--- src/rtl/bmult28x28_acc.sv ---
// Frame accumulator for 56-bit multiplier products.
// Sums terms per frame and queues results in a 2-entry FIFO.
module bmult28x28_acc #(
  parameter int ACC_W = 64,
  parameter int CNT_W = 16
) (
  input  logic             clk,
  input  logic             rst,
  input  logic             in_valid,
  input  logic [55:0]      in_p,
  input  logic             in_last,
  output logic             out_valid,
  input  logic             out_ready,
  output logic [ACC_W-1:0] out_sum,
  output logic [CNT_W-1:0] out_cnt,
  output logic             out_ovf,
  output logic             busy,
  output logic             err
);

  typedef enum logic {
    IDLE = 1'b0,
    ACC  = 1'b1
  } state_t;

  localparam logic [CNT_W-1:0] CNT_MAX = {CNT_W{1'b1}};

  state_t           state;
  logic [ACC_W-1:0] acc;
  logic [CNT_W-1:0] cnt;
  logic             ovf;

  logic [ACC_W-1:0] mem_sum [2];
  logic [CNT_W-1:0] mem_cnt [2];
  logic             mem_ovf [2];
  logic             wr_ptr;
  logic             rd_ptr;
  logic [1:0]       occ;

  logic [ACC_W-1:0] acc_base;
  logic [ACC_W:0]   sum_full;
  logic [ACC_W-1:0] acc_n;
  logic [CNT_W-1:0] cnt_n;
  logic             ovf_n;
  logic             push;
  logic             pop;
  logic             full;
  logic             push_ok;

  always_comb begin
    acc_base = (state == IDLE) ? '0 : acc;
    sum_full = {1'b0, acc_base}
             + {{(ACC_W - 55){1'b0}}, in_p};
    acc_n    = sum_full[ACC_W-1:0];
    ovf_n    = ((state == IDLE) ? 1'b0 : ovf)
             | sum_full[ACC_W];
    if (state == IDLE)
      cnt_n = CNT_W'(1);
    else if (cnt == CNT_MAX)
      cnt_n = cnt;
    else
      cnt_n = cnt + CNT_W'(1);
  end

  assign push    = in_valid & in_last;
  assign pop     = out_valid & out_ready;
  assign full    = (occ == 2'd2);
  // A full FIFO still accepts when the head leaves this cycle.
  assign push_ok = push & (~full | pop);

  always_ff @(posedge clk) begin
    if (rst) begin
      state      <= IDLE;
      acc        <= '0;
      cnt        <= '0;
      ovf        <= 1'b0;
      wr_ptr     <= 1'b0;
      rd_ptr     <= 1'b0;
      occ        <= 2'd0;
      err        <= 1'b0;
      for (int i = 0; i < 2; i++) begin
        mem_sum[i] <= '0;
        mem_cnt[i] <= '0;
        mem_ovf[i] <= 1'b0;
      end
    end else begin
      if (in_valid) begin
        acc <= acc_n;
        cnt <= cnt_n;
        ovf <= ovf_n;
        unique case (state)
          IDLE: if (!in_last) state <= ACC;
          ACC:  if (in_last)  state <= IDLE;
          default: state <= IDLE;
        endcase
      end
      if (push_ok) begin
        mem_sum[wr_ptr] <= acc_n;
        mem_cnt[wr_ptr] <= cnt_n;
        mem_ovf[wr_ptr] <= ovf_n;
        wr_ptr          <= ~wr_ptr;
      end
      if (push & full & ~pop)
        err <= 1'b1;
      if (pop)
        rd_ptr <= ~rd_ptr;
      occ <= occ + {1'b0, push_ok}
                 - {1'b0, pop};
    end
  end

  assign out_valid = (occ != 2'd0);
  assign out_sum   = mem_sum[rd_ptr];
  assign out_cnt   = mem_cnt[rd_ptr];
  assign out_ovf   = mem_ovf[rd_ptr];
  assign busy      = (state == ACC);

endmodule

--- config.mk ---
export PLATFORM = sky130hd
export DESIGN_NAME = bmult28x28_acc
export DESIGN_NICKNAME = d
export VERILOG_FILES = /design/src/rtl/bmult28x28_acc.sv
export SDC_FILE = /design/constraint.sdc
export NUM_CORES = 1
export LEC_CHECK = 0
export ABC_AREA = 1
export ABC_CLOCK_PERIOD_IN_PS = 7550
export CAP_MARGIN = 5
export CORE_MARGIN = 2
export CORE_UTILIZATION = 35
export CTS_BUF_LIST = sky130_fd_sc_hd__clkbuf_4 sky130_fd_sc_hd__clkbuf_8
export CTS_CLUSTER_DIAMETER = 50
export DETAILED_ROUTE_END_ITERATION = 12
export PLACE_DENSITY_LB_ADDON = 0.08
export SLEW_MARGIN = 0
export SYNTH_ARGS = -nofsm -noshare
export SYNTH_HDL_FRONTEND = slang
export SYNTH_SLANG_ARGS = --single-unit
--- constraint.sdc ---
create_clock -name clk -period 7.55 [get_ports clk]
set_clock_uncertainty 0.05 [all_clocks]
set_input_delay 0.755 -clock clk [delete_from_list [all_inputs] [get_ports clk]]
set_output_delay 0.755 -clock clk [all_outputs]
set_load 0.005 [all_outputs]
==> impl_summary.log <==
[metrics] global routing usage summed across all routing layers: 0.211
[metrics] fraction of registers with async set/reset: 0
[metrics] grt met2 use: 0.318
[metrics] Critical Path AT: 4.33 ns
[metrics] number of max-slew violations in the final report: 0
[metrics] clock transition at the registers of the reported paths: 0.06 ns
[metrics] hold crit path type: register to register
[metrics] number of instances in the synthesized netlist: 2395
[metrics] clk root buf: clkbuf_8
[metrics] total of hold buffers inserted after clock tree synthesis: 0
[metrics] die extent in y: 224 um
[metrics] die area: 50000 um2
[metrics] CP endpoint kind: register
[metrics] Critical Path Start Type: register
[metrics] number of global-route vias before repair: 13.8k
[metrics] CP delay by family, top: simple AND/OR/NAND/NOR gates
[metrics] maximum frequency from static timing analysis: 247 MHz
[metrics] Most Used Layer, Global Route: met1
[metrics] end of the worst register-to-register path: mem_sum[1][37]
[metrics] post-CTS setup buffer count: 0
[metrics] Congestion Overflow GR: 0
[metrics] number of I/O pins: 145
[metrics] TritonCTS clock tree: built
[metrics] Max stage delay on crit path: 0.82 ns
[metrics] Skew-Pair Late Insertion Delay: 0.63 ns
[metrics] power density over the cells: 201 nW/um2
[metrics] Layout Area Growth over Synthesis: 18.3%
[metrics] data required time at the worst endpoint: 7.82 ns
[metrics] dominant register cell in the synthesized netlist: edfxtp_1
[metrics] number of H-tree levels: 2
[metrics] initial antenna violation count: 1
[metrics] grt met3 use: 0.0265
[metrics] outcome: complete, no violations
[metrics] most common cell after layout, fill and taps aside: nand2_1
[metrics] detailed placer's ending HPWL: 39900 um
[metrics] count of endpoints failing setup in the final report: 0
[metrics] per-cell routed wire length: 16.5 um
[metrics] met1 demand-to-capacity share in global routing: 0.319
[metrics] via count: 14.7k
[metrics] worst hold path cell count: 1
[metrics] most numerous cell on the critical path: nand2_1
[metrics] slowest library cell on the worst path: dfxtp_2
[metrics] count of non-filler cells in the finished layout: 3192
[metrics] multi-input logic area: 8160 um2
[metrics] filler cell count in the final layout: 5029
[metrics] total clock buffers created by CTS: 47
[metrics] leakage power of the design: 10.1 nW
[metrics] number of placed cells counting well taps: 3103
[metrics] worst supply voltage drop on vdd: 101 uV
[metrics] worst max-slew margin expressed relative to the limit: 0.306
[metrics] slew at the pin closest to its max-slew limit: 1.04 ns
[metrics] highest-count cells in the layout ignoring fill and taps: nand2_1 (736), inv_1 (466), nor2_1 (312)
[metrics] Warnings, synthesis: 0
[metrics] Worst Min Path Start: rd_ptr
[metrics] Buf+Inv Stages, Crit Path: 4
[metrics] Fin Setup TNS: 0 ns
[metrics] post-cts sizing count: 0
[metrics] nets in the synthesized netlist: 2516
[metrics] core region area: 47600 um2
[metrics] Yosys reg bits: 250
[metrics] max capacitance violation total: 0
[metrics] number of design rule violations left after detail routing: 0
[metrics] unrepaired setup endpoints after global routing: no
[metrics] sequential cell area: 6630 um2
[metrics] Via-to-Cell Ratio: 4.59
[metrics] horizontal die dimension: 224 um
[metrics] final critical-path share of the clock period: 0.537
[metrics] first-pass detailed-route iteration total: 5
[metrics] classification of the worst setup path: register to register
[metrics] post-synthesis instance area: 16900 um2
[metrics] layout cell share with drive strength beyond 1: 0.118
[metrics] Max Fanout on Critical Path: 52
[metrics] post-synthesis average cell area: 7.04 um2
[metrics] clock period minus final worst setup slack: 4.05 ns
[metrics] EDFF count, synth: 162
[metrics] clock buffer depth: 3
[metrics] post-detailed-route count of antenna-violating nets: 0
[metrics] effective utilization at floorplan: 0.354
[metrics] first-pass GRT wire length: 80300 um
[metrics] sequential fraction of the synthesis area: 0.393
[metrics] CP Cell Sequence: buf_4 > nand2_1 > inv_1 > ha_1 > nand2_1 > inv_1 > nand2_1 > nand2_1 > inv_1 > nand2_1 > nand3b_1 > nand3_1 > nand2_1 > nand2_1 > and2_1 > nor2_1
[metrics] number of failing hold endpoints at the final stage: 0
[metrics] count of different cell masters after synthesis: 45
[metrics] 1st-iter DRT viols: 996
[metrics] maximum number of pins on one net before global-route repair: 83
[metrics] number of clock sinks: 250
[metrics] post-layout power: 4.01 mW
[metrics] input/output buffers: 144
[metrics] Nets: 2658
[metrics] FF-to-FF Start: busy
[metrics] worst reg-to-reg path cell count: 16
[metrics] Reg2Reg Setup Slack: 3.50 ns
[metrics] Site Rows: 80
[metrics] global placement routability congestion: 0.923
[metrics] total routed wirelength: 52500 um
-- sequential cells by signal (all words and copies together), names as in the netlist, named ones only --
signal	cells
wr_ptr	1
err	1
cnt	16
ovf	1
mem_cnt	32
mem_sum	128
rd_ptr	1
mem_ovf	2
acc	64
busy	1
occ	2
-- worst register-to-register path, stage by stage (launching register included) --
cell and delay [ns]:
dfxtp_2 0.82, buf_4 0.69, nand2_1 0.15, inv_1 0.08, ha_1 0.27, nand2_1 0.15
inv_1 0.05, nand2_1 0.06, nand2_1 0.08, inv_1 0.07, nand2_1 0.07, nand3b_1 0.46
nand3_1 0.24, nand2_1 0.07, nand2_1 0.08, and2_1 0.31, nor2_1 0.08
-- per-stage QoR --
step           cell area (um2)  hold WS, ns  setup WS [ns]  utilization
2_1_floorplan            16900        0.376           3.64            -
3_3_place_gp             18900        0.375           2.99        0.397
3_5_place_dp             18900        0.386           2.93        0.397
4_1_cts                  19900        0.393           3.55        0.419
5_1_grt                  19900        0.417           3.30        0.419
6_report                 19900        0.396           3.50        0.419
-- cells by family after synthesis --
kind of cell	count (synthesis)	synth area share
multiplexers	81	0.0541
XOR/XNOR	38	0.0202
buffers and inverters	555	0.124
adder cells (fa/ha/maj)	60	0.0450
AND/OR/NAND/NOR	1288	0.323
flip-flops	250	0.393
AO/OA/AOI/OAI	123	0.0408
-- final cells by class --
type | count | area share
inverters | 495 | 0.0931
well taps | 615 | 0.0386
repair buffers | 153 | 0.0753
clock inverters | 16 | 0.00728
multi-input cells | 1590 | 0.409
diodes | 1 | 0.000125
clock buffers | 72 | 0.0443
flip-flops and latches | 250 | 0.332
-- metal layers --
layer	wire length (um)	up-vias
met3	2100	62
met2	22400	293
li1	-	7581
met5	0	-
met1	27100	6725
met4	920	0
-- power breakdown --
group / switching, mW / internal (mW) / leakage (nW)
clock: 0.615 / 0.823 / 0.551
sequential: 0.0628 / 1.57 / 2.41
combinational: 0.502 / 0.435 / 7.15
total: 1.18 / 2.83 / 10.1
-- cells in the mapped netlist, types with 3 or more instances --
cell | n | area, um2
a21o_1 | 5 | 37.5
a21oi_1 | 56 | 280
and2_1 | 27 | 169
and2_4 | 9 | 78.8
buf_1 | 3 | 11.3
buf_2 | 10 | 50.1
clkbuf_1 | 46 | 173
dfxtp_1 | 88 | 1760
edfxtp_1 | 162 | 4860
ha_1 | 59 | 738
inv_1 | 466 | 1750
inv_2 | 28 | 105
mux2_2 | 81 | 912
nand2_1 | 738 | 2770
nand2_2 | 21 | 131
nand3_1 | 89 | 445
nand3_2 | 3 | 30.0
nand3b_1 | 3 | 22.5
nand4_1 | 5 | 31.3
nor2_1 | 312 | 1170
nor2_2 | 45 | 282
nor3_1 | 11 | 55.1
nor3_2 | 12 | 120
o211ai_1 | 16 | 120
o21ai_0 | 36 | 180
o21bai_1 | 4 | 30.0
or2_1 | 4 | 25.0
xnor2_1 | 23 | 201
xor2_1 | 14 | 123
-- worst max-delay path by stage --
stage / startpoint / cells after the start / end
CTS: busy / 16 / mem_sum[1][37]
global placement: rst / 7 / mem_sum[0][42]
detailed placement: rst / 7 / mem_sum[0][43]
global route: busy / 15 / mem_sum[1][37]
finish: busy / 16 / mem_sum[1][37]
floorplan: rst / 5 / mem_cnt[1][0]
(Power assumes the default switching activity.)
